[src/rtl/div_seq.sv]
// Sequential 32-bit DIV/DIVU unit: restoring shift-subtract, one quotient bit per cycle.
// resultE = {remainder, quotient}; stall_divE holds the front of the pipeline while busy.
module div_seq #(
  parameter int unsigned DIV_CYCLES = 32
) (
  input  logic        clk,
  input  logic        resetn,
  input  logic        startE,
  input  logic        signedE,
  input  logic [31:0] srcaE,
  input  logic [31:0] srcbE,
  input  logic        annul,
  output logic        stall_divE,
  output logic        readyE,
  output logic [63:0] resultE
);

  localparam int unsigned CntW = $clog2(DIV_CYCLES);
  localparam logic [CntW-1:0] LastCnt = CntW'(DIV_CYCLES - 1);

  typedef enum logic [1:0] {StIdle, StBusy, StDone} state_e;

  state_e          r_state, w_state_next;
  logic [CntW-1:0] r_cnt;
  logic [31:0]     r_quo;
  logic [31:0]     r_rem;
  logic [31:0]     r_dvs;
  logic            r_qsign;
  logic            r_rsign;
  logic [63:0]     r_result;

  logic            w_accept;
  logic            w_dbz;
  logic            w_done_ok;
  logic [32:0]     w_a_ext;
  logic [32:0]     w_b_ext;
  logic [31:0]     w_a_abs;
  logic [31:0]     w_b_abs;
  logic [32:0]     w_shift;
  logic [33:0]     w_diff;
  logic            w_fits;
  logic [31:0]     w_quo_fix;
  logic [31:0]     w_rem_fix;
  logic [63:0]     w_final;

  assign w_accept  = (r_state == StIdle) & startE & ~annul;
  assign w_dbz     = (srcbE == 32'd0);
  assign w_done_ok = (r_state == StDone) & ~annul;

  // 33-bit sign extension keeps |0x80000000| representable as an unsigned magnitude.
  assign w_a_ext = {signedE & srcaE[31], srcaE};
  assign w_b_ext = {signedE & srcbE[31], srcbE};
  assign w_a_abs = 32'(w_a_ext[32] ? (33'd0 - w_a_ext) : w_a_ext);
  assign w_b_abs = 32'(w_b_ext[32] ? (33'd0 - w_b_ext) : w_b_ext);

  // Partial remainder is 33 bits after the shift; the extra diff bit is the borrow.
  assign w_shift = {r_rem, r_quo[31]};
  assign w_diff  = {1'b0, w_shift} - {2'b00, r_dvs};
  assign w_fits  = ~w_diff[33];

  assign w_quo_fix = r_qsign ? (32'd0 - r_quo) : r_quo;
  assign w_rem_fix = r_rsign ? (32'd0 - r_rem) : r_rem;
  assign w_final   = {w_rem_fix, w_quo_fix};

  always_comb begin
    w_state_next = r_state;
    unique case (r_state)
      StIdle: begin
        if (w_accept) w_state_next = w_dbz ? StDone : StBusy;
      end
      StBusy: begin
        if (annul)                 w_state_next = StIdle;
        else if (r_cnt == LastCnt) w_state_next = StDone;
      end
      StDone:  w_state_next = StIdle;
      default: w_state_next = StIdle;
    endcase
  end

  always_comb begin
    // Gated by resetn so a held startE cannot raise stall while in reset.
    stall_divE = resetn & ~annul &
                 (((r_state == StIdle) & startE) | (r_state == StBusy));
    readyE     = w_done_ok;
    resultE    = w_done_ok ? w_final : r_result;
  end

  always_ff @(posedge clk or negedge resetn) begin
    if (!resetn) begin
      r_state <= StIdle;
    end else begin
      r_state <= w_state_next;
    end
  end

  always_ff @(posedge clk or negedge resetn) begin
    if (!resetn) begin
      r_cnt    <= '0;
      r_quo    <= '0;
      r_rem    <= '0;
      r_dvs    <= '0;
      r_qsign  <= 1'b0;
      r_rsign  <= 1'b0;
      r_result <= '0;
    end else begin
      if (w_accept) begin
        r_cnt <= '0;
        if (w_dbz) begin
          r_quo   <= 32'hFFFF_FFFF;
          r_rem   <= srcaE;
          r_qsign <= 1'b0;
          r_rsign <= 1'b0;
        end else begin
          r_quo   <= w_a_abs;
          r_rem   <= '0;
          r_dvs   <= w_b_abs;
          r_qsign <= signedE & (srcaE[31] ^ srcbE[31]);
          r_rsign <= signedE & srcaE[31];
        end
      end else if (r_state == StBusy) begin
        r_cnt <= r_cnt + 1'b1;
        r_quo <= {r_quo[30:0], w_fits};
        r_rem <= w_fits ? w_diff[31:0] : w_shift[31:0];
      end
      if (w_done_ok) r_result <= w_final;
    end
  end

endmodule
[config.mk]
export PLATFORM = sky130hd
export DESIGN_NAME = div_seq
export DESIGN_NICKNAME = d
export VERILOG_FILES = /design/src/rtl/div_seq.sv
export SDC_FILE = /design/constraint.sdc
export NUM_CORES = 1
export LEC_CHECK = 0
export BUFFER_PORTS_ARGS = -buffer_cell sky130_fd_sc_hd__clkbuf_2
export CORE_MARGIN = 1.5
export CORE_UTILIZATION = 54
export DETAILED_ROUTE_END_ITERATION = 12
export PLACE_DENSITY = 0.78
export RECOVER_POWER = 50
export SLEW_MARGIN = 20
export SYNTH_ARGS = -nofsm -noshare
export SYNTH_HDL_FRONTEND = slang
export SYNTH_SLANG_ARGS = --single-unit
[constraint.sdc]
create_clock -name clk -period 3.6 [get_ports clk]
set_clock_uncertainty 0.1 [all_clocks]
set_input_delay 0.36 -clock clk [delete_from_list [all_inputs] [get_ports clk]]
set_output_delay 0.36 -clock clk [all_outputs]
set_load 0.005 [all_outputs]
# --- After elaboration in Yosys (flattened, before gate mapping) ---
# Cells that the tools add are included.
word_totals:
  latch_bits: 0
  input_bits: 69
  output_inout_bits: 66
  ramBits: 0
  word_cells: 58
  mem_count: 0
  romBits: 0
  regBits: 169
op_classes:
  n_div: 0
  multipliers: 0
  shifts: 0
  n_reduce_logical: 5
  magnitude_cmp: 0
  n_bitwise: 13
  mux: 21
  add_sub_neg: 6
  eq_ne: 5
op_table:
  columns: ["operator", "count"]
  rows:
  - ["2-to-1 mux 32 bit", 11]
  - ["subtractor 1 x 32 -> 32 bit (first input constant)", 4]
  - ["2-to-1 mux 64 bit", 1]
  - ["subtractor 33 x 32 -> 34 bit", 1]
  - ["zero test 32 bit", 1]
  - ["2-to-1 mux 5 bit", 2]
  - ["bitwise AND 1 bit", 8]
  - ["2-to-1 mux 2 bit", 4]
  - ["adder 5 x 1 -> 5 bit (second input constant)", 1]
  - ["== test 5 bit (second input constant)", 1]
  - ["one-hot mux 2 bit (2 select lines)", 1]
  - ["AND reduction 2 bit", 2]
  - ["inequality test 3 bit (second input constant)", 1]
  - ["inverter 1 bit", 3]
  - ["== test 2 x 1 -> 1 bit (second input constant)", 1]
  - ["== test 2 bit (second input constant)", 1]
  - ["zero test 2 bit", 1]
  - ["2-to-1 mux 1 bit", 2]
  - ["inequality test 2 bit (second input constant)", 1]
  - ["nonzero test 2 bit", 1]
  - ["bitwise OR 1 bit", 1]
  - ["bitwise XOR 1 bit", 1]

# --- Logic depth before layout (Yosys ltp) ---
# Gate-level depths: netlist (run 1).
logic_depth:
  ltp_word: 5
  ltp_mapped: 14
  depth_no_buf: 13

# --- Least setup slack after synthesis (run 1) ---
# OpenSTA, ideal clock, no wires.
synth_timing:
  path_type: "reg-to-output"
  startpoint: "reg r_rem[5]"
  endpoint: "out resultE[60]"
  path_slack_ns: -0.195
  n_path_buf: 0
  stages_incl_launch_ff: 10
  t_arrival_ns: 3.335
  required_ns: 3.140
  path_cell_list: "dfrtp_1 -> or3_4 -> or3_4 -> or4_4 -> or3_4 -> or4_4 -> or3_4 -> o31ai_4 -> xor2_1 -> o21ai_1"
synth_via:
  elab_chain_len: 3
synth_lines:
  columns: ["element", "line_no", "rtl"]
  rows:
  - ["start: declaration", "26", "logic [31:0] r_rem;"]
  - ["start signal: assignment", "110", "r_rem <= srcaE;"]
  - ["start signal: assignment", "123", "r_rem <= w_fits ? w_diff[31:0] : w_shift[31:0];"]
  - ["subtractor 1 x 32 -> 32 bit", "62", "assign w_rem_fix = r_rsign ? (32'd0 - r_rem) : r_rem;"]
  - ["2-to-1 mux 32 bit", "62", null]
  - ["2-to-1 mux 64 bit", null, null]
  - ["end: declaration", "15", "output logic [63:0] resultE"]
# Every way passes these cells.

# --- Worst setup path in the final report (run 1) ---
layout_timing:
  startpoint: "reg r_rem[4]"
  endpoint: "out resultE[60]"
# Same word-level chain as after synthesis.

==> results of run 1 <==
through the flow:
stage	TNS (ps)	hold WS (ps)	utilization [%]	area [um^2]
2_1_floorplan	-14.8	-35.6	-	11200
3_3_place_gp	-1150	364	61.9	12600
3_5_place_dp	-2330	384	61.9	12600
4_1_cts	-4240	57.2	66.1	13400
5_1_grt	-6370	99.4	66.6	13500
6_report	-4390	97.7	66.6	13500
critical path: stages (launching register included):
cell and delay (ps):
dfrtp_1 390, or3_4 400, or3_4 340, or4_4 430, or3_4 370, or4_4 430, or3_4 370, o31ai_4 200
xor2_1 160, o21ai_1 80, buf_2 140
repair_timing:
| item | in CTS | in global routing |
|---|---|---|
| pin swaps | 8 | 9 |
| resized for setup | 29 | 22 |
| buffers inserted | 11 | 9 |
| setup endpoints to repair | 51 | 56 |
final timing paths:
kind	to	slack (ps)
setup / recovery	resultE[60]	-600
hold / removal	r_state[0]	100
setup reg to reg	r_result[27]	90
hold reg to reg	r_result[60]	390
max in group asynchronous	r_rem[18]	1310
min in group asynchronous	r_result[26]	670
cell usage in the layout, fill, tap and decap left out, types with 7 or more instances in the layout:
cell	instances
xor2_1	79
and3_1	7
clkbuf_16	17
clkbuf_2	128
buf_4	80
or3_1	14
nor2b_1	7
o21ai_1	13
nand2_1	229
a22oi_1	12
or4_1	9
xnor2_1	66
inv_1	54
o21ai_0	151
nor2_1	101
a21oi_1	99
nand4_1	7
nor4_1	11
dfrtp_1	169
nand2b_1	7
a221oi_1	17
o31ai_1	29
and2_1	9
ha_1	38
a31oi_1	18
mux2i_1	7
nor3_1	21
nand3_1	22
o41ai_1	10
kinds of logic after synthesis:
kind of cell / share of synthesized area [%]
DFF: 37.7
muxes: 0.624
buffers and inverters: 4.20
AOI/OAI and AO/OA: 22.3
and+or+nand+nor: 19.5
adders and majority gates: 4.41
xor gates and xnor gates: 11.3
cell type report:
type	count	area share, %
Clock buffer	19	3.35
Timing Repair Buffer	225	10.3
Tap cell	270	2.50
Clock inverter	13	1.42
Inverter	54	1.50
Sequential cell	169	31.3
Multi-Input combinational cell	1085	49.7
flip-flops by register name, indices dropped and copies added, names as in the netlist:
name	count
r_cnt	5
r_qsign	1
r_state	2
r_dvs	32
r_result	64
r_rem	32
r_quo	32
r_rsign	1
report_power, final:
group	internal [mW]	switching [mW]	leakage (nW)
Combinational	2.23	3.12	3.56
Sequential	2.32	0.529	2.16
Clock	1.21	0.795	0.307
per-layer routing:
layer  GRT usage (%)  vias to the layer above
met5               0                        -
met4            15.2                        0
met3            5.50                       95
met2            48.0                      482
met1            40.2                     5146
li1                -                     5228
synthesized netlist by cell type, types with 4 or more instances:
cell type  number
nor2b_1         8
o41ai_1        11
nand2b_1        8
or3_4           4
dfrtp_1       169
inv_1          54
clkbuf_1       65
and3_1          7
or3_1          15
nand4_1         7
nor4_1         13
o211ai_1        6
a221oi_1       19
xor2_1         79
or4_1          11
mux2i_1         7
and2_1         10
a21oi_1       100
o21ai_1         4
a31oi_1        19
o221ai_1        4
a21o_1          5
nand2_1       231
nand3_1        22
xnor2_1        66
a211oi_1        6
o31ai_1        32
nor3_1         21
o21ai_0       162
nand3b_1        5
ha_1           38
buf_1           4
a22oi_1        12
a32oi_1         6
o22ai_1         4
nor2_1        103
==> impl_metrics.json, run 1 <==
{
  "run_status": "finished, violations left",
  "violations": "max-capacitance violations, max-slew violations, negative setup slack",
  "power.leakage_nw": 6.02,
  "cts_htree_levels": 4,
  "cts_max_path_bufs": 2,
  "fp-row-count": 52,
  "top_area_cells_in_the_synthesized_netlist": "dfrtp_1 38%, nand2_1 7.7%, o21ai_0 7.2%",
  "die_h_um": 147,
  "antenna_violations_before_repair": 0,
  "multi_input_area_um2": 6710,
  "global_route.usage.total_pct": 30.4,
  "synth.net_count": 1487,
  "timing_worst_setup_path_type": "flip-flop to primary output",
  "largest_net_degree_at_the_start_of_global_routing": 170,
  "number_of_global_route_vias_before_repair": 10200,
  "crit_required_ps": 3140,
  "wire_per_inst_um": 17.7,
  "final_cell_count_no_fill": 1835,
  "worstMarginPinSlew_ps": 2280,
  "io_buffer_count": 134,
  "wl_um": 32600,
  "area_delta_synth_final_pct": 20.3,
  "clock-root-buffer": "clkbuf_16",
  "post_route_clock_period_utilization_pct": 117,
  "post_synth_instance_area_um2": 11200,
  "syn-mean-instance-area_um2": 8.14,
  "initial_core_util_pct": 55.3,
  "insertion_delay_ps": 440,
  "count_of_flip_flops_with_a_built_in_enable_after_synthesis": 0,
  "place.detailed.instances": 1784,
  "peak_fanout_along_the_critical_path": 3,
  "avg_vias_per_cell": 5.97,
  "clkSlewWorstSetupHoldPaths_ps": 60,
  "io_pins": 135,
  "postSynth.topFlopCell": "dfrtp_1",
  "wl_met3_um": 2410,
  "drt.antenna.violating_nets": 0,
  "die_width_um": 147,
  "vias": 11000,
  "hold_violations": 0,
  "global_route.overflow_total": 0,
  "postSynth.asyncResetShare_pct": 100,
  "ffs_latches_synth": 169,
  "slew_headroom_pct": -52.1,
  "min-delay-path-class": "input port to flip-flop",
  "holdCritStartpoint": "annul",
  "fp.coreArea_um2": 20300,
  "maxUsedRoutingLayer": "met4",
  "total_chip_power_mw": 10.2,
  "critPathArrivalTime_ps": 3740,
  "end_kind": "primary output",
  "synth_largest_area_cell": "dfrtp_1",
  "rsz0062_at_grt": "true",
  "placement.setup.worst_slack_ps": -245,
  "post-synth-top-area-fraction_pct": 37.7,
  "max-cap-violations": 2,
  "globalplace.congestion": 0.944,
  "final_hpwl_dp_um": 24000,
  "detail_route.iter0.violations": 1007,
  "sequential_cell_area_um2": 4230,
  "antenna-diode-count": 0,
  "fillCellCount": 1754,
  "worst_hold_path.num_cells": 2,
  "vdd_ir_drop_max_mv": 0.358,
  "synth_sequential_area_ratio_pct": 37.7,
  "drt_met1_wl_um": 13900,
  "critPathLaunch": "r_rem[4]",
  "die_area_um2": 21700,
  "netlist-cell-type-count": 59,
  "post-route-drc-count": 0,
  "grt_first_pass_wirelength_um": 52500,
  "power.density_nw_per_um2": 755,
  "cts_num_sinks": 169,
  "worstSetupStartpointType": "flip-flop",
  "first_pass_iters": 6,
  "hold_fix_buffer_count_after_cts": 0,
  "post-route-worst-setup-slack_ps": -600,
  "ys.warnings.count": 0,
  "reg_to_reg_critical_path_startpoint": "r_quo[3]",
  "post-route-min-period_ps": 4200,
  "timing.reg2reg.worst_path_depth": 14,
  "fin_nets": 1660,
  "drive_gt1_share_pct": 18.4,
  "timing.final.setup_violations": 13,
  "cts_made_buffers": 17,
  "detailroute.wirelength.met2_um": 14800,
  "tritoncts_clock_tree": "built",
  "syn-instance-count": 1379,
  "maxClockFrequency_mhz": 238,
  "maxSlewViolCount": 206
}
(Power assumes the default switching activity.)
==> run 2, diff against run 1 <==
--- a/config.mk
+++ b/config.mk
@@ -6,10 +6,12 @@
 export NUM_CORES = 1
 export LEC_CHECK = 0
 export BUFFER_PORTS_ARGS = -buffer_cell sky130_fd_sc_hd__clkbuf_2
+export CORE_ASPECT_RATIO = 0.75
 export CORE_MARGIN = 1.5
-export CORE_UTILIZATION = 54
+export CORE_UTILIZATION = 55
+export CTS_BUF_LIST = sky130_fd_sc_hd__clkbuf_8
 export DETAILED_ROUTE_END_ITERATION = 12
-export PLACE_DENSITY = 0.78
+export PLACE_DENSITY = 0.79
 export RECOVER_POWER = 50
 export SLEW_MARGIN = 20
 export SYNTH_ARGS = -nofsm -noshare
==> run 2 against run 1 <==
Against the previous run: worst hold slack got worse by 58 ps; first-iteration DRC count is 22% higher; routed wire length rose by 8.1%; largest cell class unchanged; clock-buffer cell count down 1; the run still ends with max-capacitance violations, max-slew violations, negative setup slack left; critical endpoint unchanged; core utilization grew 0.31 points; design area shrank 0.52%; via count is 4.0% higher; cell count up 0.49%.
==> impl_metrics.json, run 2 (same netlist as run 1, synthesis figures left out) <==
{
  "violations": "max-capacitance violations, max-slew violations, negative setup slack",
  "run_status": "finished, violations left",
  "largest-register": "r_result",
  "power.leakage_nw": 6.02,
  "die_width_um": 168,
  "maxClockFrequency_mhz": 235,
  "timing_worst_setup_path_type": "flip-flop to primary output",
  "end_kind": "primary output",
  "clock-root-buffer": "clkbuf_8",
  "post-route-min-period_ps": 4260,
  "clkSlewWorstSetupHoldPaths_ps": 100,
  "detail_route.iter0.violations": 1224,
  "post-route-worst-setup-slack_ps": -661,
  "share_of_total_power_in_combinational_logic_pct": 58.6,
  "die_area_um2": 21300,
  "global_route.overflow_total": 0,
  "p_int_mw": 5.20,
  "insertion_delay_ps": 490,
  "post_route_clock_period_utilization_pct": 118,
  "layout.cells.most_common": "nand2_1",
  "critPathSlowestCell": "or4_4",
  "cts_made_buffers": 17,
  "final_hpwl_dp_um": 26000,
  "rsz0062_at_grt": "true",
  "net-switching-power_mw": 4.68,
  "wire_per_inst_um": 19.1,
  "drive_gt1_share_pct": 20.1,
  "min-delay-path-class": "input port to flip-flop",
  "path_common_cell": "or3_4",
  "maxSlewViolCount": 67,
  "io_pins": 135,
  "tritoncts_clock_tree": "built",
  "finish.utilization_pct": 66.9,
  "worstMarginPinSlew_ps": 1690,
  "max-cap-violations": 1,
  "cts_max_path_bufs": 2,
  "timing.final.setup_violations": 15,
  "avg_vias_per_cell": 6.18,
  "grt_first_pass_wirelength_um": 55100,
  "crit_required_ps": 3140,
  "fp.coreArea_um2": 20100,
  "largest_reg_flops": 64,
  "placement.setup.worst_slack_ps": -204,
  "hold_violations": 0,
  "fin_nets": 1678,
  "worstSetupStartpointType": "flip-flop",
  "cts_htree_levels": 4,
  "drt.antenna.violating_nets": 0,
  "cell_breakdown_of_the_critical_path": "or3_4 > or3_4 > or4_4 > or3_4 > or4_4 > or3_4 > o31ai_4 > xor2_1 > o21ai_1 > clkbuf_2",
  "most_frequent_cells_in_the_layout": "229 x nand2_1, 168 x dfrtp_1, 146 x o21ai_0, 128 x clkbuf_2",
  "peak_fanout_along_the_critical_path": 3,
  "finalInstanceArea_um2": 13400,
  "antenna_violations_before_repair": 3,
  "switching_share_pct": 47.4,
  "slew_headroom_pct": -13.0,
  "first_pass_iters": 6,
  "vdd_ir_drop_max_mv": 0.366,
  "cts_num_sinks": 169,
  "number_of_global_route_vias_before_repair": 10600,
  "io_buffer_count": 134,
  "critPathArrivalTime_ps": 3800,
  "globalplace.congestion": 0.940,
  "global_route.usage.total_pct": 33.0,
  "area_delta_synth_final_pct": 19.7,
  "wl_um": 35200,
  "clock_power_share_pct": 12.9,
  "largest_net_degree_at_the_start_of_global_routing": 106,
  "cpPeakStageDelay_ps": 420,
  "totalNegativeSetupSlack_ps": -4560,
  "initial_core_util_pct": 55.9,
  "die_h_um": 127,
  "dpl_cell_area_um2": 12700,
  "post-route-drc-count": 0,
  "power.density_nw_per_um2": 735,
  "fp-row-count": 45,
  "vias": 11400,
  "seq_power_share_pct": 28.5
}
[run 2: changes by cell type in the layout (fill, tap and decap cells not counted), sizes merged]
cell / before / now
dlygate4sd3: 0 / 1
inv: 57 / 61
clkinvlp: 3 / 2
clkbuf: 153 / 147
bufinv: 4 / 0
clkinv: 3 / 5
diode: 0 / 3
buf: 91 / 113
[run 2: worst paths after layout]
| path | start | endpoint | slack [ps] | cells past startpoint |
|---|---|---|---|---|
| worst max-delay path | r_rem[4] | resultE[60] | -660 | 10 |
| worst min-delay path | annul | r_state[0] | 40 | 2 |
| worst max register to register | r_rem[4] | r_result[50] | -20 | 16 |
| worst min register to register | r_dvs[21] | r_dvs[21] | 390 | 2 |
| max in group asynchronous | resetn | r_rem[10] | 380 | 3 |
| min in group asynchronous | resetn | r_result[26] | 740 | 2 |
[run 2: worst max-delay path: cells and delay by family, from the launching register on]
family / cells / cell delay, ps
flip-flops: 1 / 390
buffers and inverters: 1 / 150
XOR/XNOR: 1 / 190
AND/OR/NAND/NOR: 6 / 2300
AO/OA/AOI/OAI: 2 / 280
[run 2: stage by stage]
stage	power, mW	hold WS [ps]	instances
global placement	8.07	300	1787
floorplan	6.24	-35.6	1379
global route	10.5	46.6	1841
finish	9.88	39.7	1844
CTS	9.57	37.3	1830
detailed placement	8.22	303	1787
[run 2: layer usage]
metal  up-vias  track usage, %  part of all wire, %
met5         -               0                0.026
met4         2            10.4                  2.4
met3        77            7.24                   10
met2       584            50.3                   44
met1      5448            46.8                   43
li1       5278               -                    -
[run 2: layout make-up]
type / instances / area [um^2]
antenna: 3 / 7.51
multi-input combinational: 1085 / 6790
inverter: 54 / 203
tap: 258 / 323
timing repair buffer: 243 / 1540
sequential: 169 / 4230
clock inverter: 14 / 98.8
fill: 1715 / 6660
clock buffer: 18 / 248
[run 2: timing repair]
| item | CTS | global route |
|---|---|---|
| endpoints found under the hold margin | 64 | 0 |
| cloned | 0 | 0 |
| buffers inserted | 10 | 10 |
| hold buffers | 1 | 0 |
| setup endpoints to repair | 51 | 60 |
| pin swaps | 14 | 14 |
| resized for setup | 31 | 35 |
[run 2: power by group through the flow]
stage / clock [mW] / combinational (mW) / sequential [mW]
3_3_place_gp: 0 / 5.29 / 2.78
4_1_cts: 1.28 / 5.51 / 2.78
6_report: 1.28 / 5.79 / 2.81
5_1_grt: 1.38 / 6.28 / 2.86
2_1_floorplan: 0 / 3.47 / 2.77
3_5_place_dp: 0 / 5.42 / 2.81
==> run 3, diff against run 2 <==
--- a/config.mk
+++ b/config.mk
@@ -8,10 +8,10 @@
 export BUFFER_PORTS_ARGS = -buffer_cell sky130_fd_sc_hd__clkbuf_2
 export CORE_ASPECT_RATIO = 0.75
 export CORE_MARGIN = 1.5
-export CORE_UTILIZATION = 55
+export CORE_UTILIZATION = 50
 export CTS_BUF_LIST = sky130_fd_sc_hd__clkbuf_8
 export DETAILED_ROUTE_END_ITERATION = 12
-export PLACE_DENSITY = 0.79
+export PLACE_DENSITY = 0.73
 export RECOVER_POWER = 50
 export SLEW_MARGIN = 20
 export SYNTH_ARGS = -nofsm -noshare
==> run 3 against run 2 <==
Against the previous run: the run still ends with max-capacitance violations, max-slew violations, negative setup slack left; total power decreased by 0.28%; via count decreased by 2.6%; sequential share of layout area fell by 0.091 points; die area rose by 9.8%; routed wire length down 1.0%; cell count rose by 1.5%; largest power group unchanged; highest routed layer unchanged.
==> impl_metrics.json, run 3 (same netlist as run 1, synthesis figures left out) <==
{
  "run_status": "finished, violations left",
  "violations": "max-capacitance violations, max-slew violations, negative setup slack",
  "drt.antenna.violating_nets": 0,
  "die_area_um2": 23400,
  "critPathArrivalTime_ps": 3820,
  "worstMarginPinSlew_ps": 2820,
  "globalplace.congestion": 0.928,
  "end_kind": "primary output",
  "peak_fanout_along_the_critical_path": 3,
  "power.leakage_nw": 6.01,
  "fillCellCount": 2007,
  "switching_share_pct": 46.8,
  "clock-root-buffer": "clkbuf_8",
  "global_route.overflow_total": 0,
  "crit_required_ps": 3140,
  "grt_first_pass_wirelength_um": 55100,
  "post-route-worst-setup-slack_ps": -678,
  "antenna-diode-count": 0,
  "io_buffer_count": 134,
  "timing_worst_setup_path_type": "flip-flop to primary output",
  "vias": 11100,
  "post-route-drc-count": 0,
  "fp-row-count": 47,
  "initial_core_util_pct": 50.9,
  "p_int_mw": 5.24,
  "share_of_total_power_in_combinational_logic_pct": 57.8,
  "cts_max_path_bufs": 2,
  "maxClockFrequency_mhz": 234,
  "post-route-min-period_ps": 4280,
  "final_hpwl_dp_um": 26400,
  "rrSetupSlack_ps": -90,
  "min-delay-path-class": "input port to flip-flop",
  "max-cap-violations": 3,
  "finish.utilization_pct": 61.1,
  "global_route.usage.total_pct": 30.3,
  "maxSlewViolCount": 83,
  "worstSetupStartpointType": "flip-flop",
  "antenna_violations_before_repair": 2,
  "power.density_nw_per_um2": 731,
  "cts_htree_levels": 4,
  "most_frequent_cells_in_the_layout": "228 x nand2_1, 169 x dfrtp_1, 148 x o21ai_0, 128 x clkbuf_2, 101 x nor2_1",
  "area_delta_synth_final_pct": 20.0,
  "fp.coreArea_um2": 22100,
  "largest_net_degree_at_the_start_of_global_routing": 77,
  "place.detailed.instances": 1829,
  "first_pass_iters": 6,
  "slew_headroom_pct": -88.2,
  "final_cell_count_no_fill": 1872,
  "detail_route.iter0.violations": 980,
  "hold_violations": 0,
  "timing.final.setup_violations": 40,
  "rsz0062_at_grt": "true",
  "clock_power_share_pct": 14.0,
  "clkSlewWorstSetupHoldPaths_ps": 100,
  "largest-register": "r_result",
  "io_pins": 135,
  "post_route_clock_period_utilization_pct": 119,
  "tritoncts_clock_tree": "built",
  "insertion_delay_ps": 510,
  "vdd_ir_drop_max_mv": 0.431,
  "number_of_global_route_vias_before_repair": 10200,
  "die_h_um": 133,
  "wire_per_inst_um": 18.6,
  "drive_gt1_share_pct": 19.5,
  "wl_um": 34800,
  "avg_vias_per_cell": 5.93,
  "cts_num_sinks": 169,
  "largest_reg_flops": 64,
  "net-switching-power_mw": 4.62,
  "cts_made_buffers": 17,
  "layout.cells.most_common": "nand2_1",
  "totalNegativeSetupSlack_ps": -8980,
  "die_width_um": 176,
  "seq_power_share_pct": 28.2,
  "fin_nets": 1673
}
==> run 3: area by class of cell <==
cell class | instances | area (um^2) | share of cell area (%)
multi-input cells | 1085 | 6780 | 50.3
flip-flops and latches | 169 | 4230 | 31.4
repair buffers | 238 | 1520 | 11.3
well taps | 294 | 368 | 2.73
clock buffers | 17 | 234 | 1.74
inverters | 54 | 203 | 1.50
clock inverters | 15 | 145 | 1.08
==> run 3: critical path, cell delays in order, from the launching register on <==
cell	delay, ps
dfrtp_1	390
or3_4	380
or3_4	340
or4_4	420
or3_4	370
or4_4	430
or3_4	380
o21ai_2	140
xor2_1	230
o21ai_1	100
clkbuf_2	140
==> run 3: power groups by stage <==
| stage | Combinational, mW | Sequential, mW | Clock, mW |
|---|---|---|---|
| 5_1_grt | 6.24 | 2.83 | 1.47 |
| 3_5_place_dp | 5.45 | 2.77 | 0 |
| 2_1_floorplan | 3.47 | 2.77 | 0 |
| 3_3_place_gp | 5.37 | 2.76 | 0 |
| 4_1_cts | 5.53 | 2.75 | 1.39 |
| 6_report | 5.70 | 2.78 | 1.38 |
==> run 3: per-stage QoR <==
stage          area [um^2]  hold slack, ps  setup slack [ps]  total power, mW
6_report             13500            19.8              -678             9.85
3_5_place_dp         12800             235              -231             8.22
5_1_grt              13500            19.0              -818             10.5
4_1_cts              13300            21.0              -696             9.68
3_3_place_gp         12800             228              -201             8.12
2_1_floorplan        11200           -35.6             -14.8             6.24
==> run 3: routing by layer <==
metal	vias up	track usage, %	share of wire [%]
met1	5319	44.9	46
met4	4	7.83	1.6
met2	464	45.2	44
met3	45	5.57	8.0
li1	5264	-	-
met5	-	0	0.080
==> run 3: final timing paths <==
kind                              start            to  depth (start not counted)
max                            r_rem[4]   resultE[62]                         10
min                               annul    r_state[0]                          2
max reg2reg                  r_state[1]     r_quo[15]                          5
min reg2reg                r_result[50]  r_result[50]                          2
max in group asynchronous        resetn      r_dvs[8]                          3
min in group asynchronous        resetn  r_result[24]                          2
==> run 3: timing repair <==
item                                    4_1_cts  5_1_grt
hold endpoints to repair                     43        0
buffers inserted                              5        7
resized for setup                            32       36
endpoints found under the setup margin       26       62
hold buffers                                  1        0
pin swaps                                    10       13
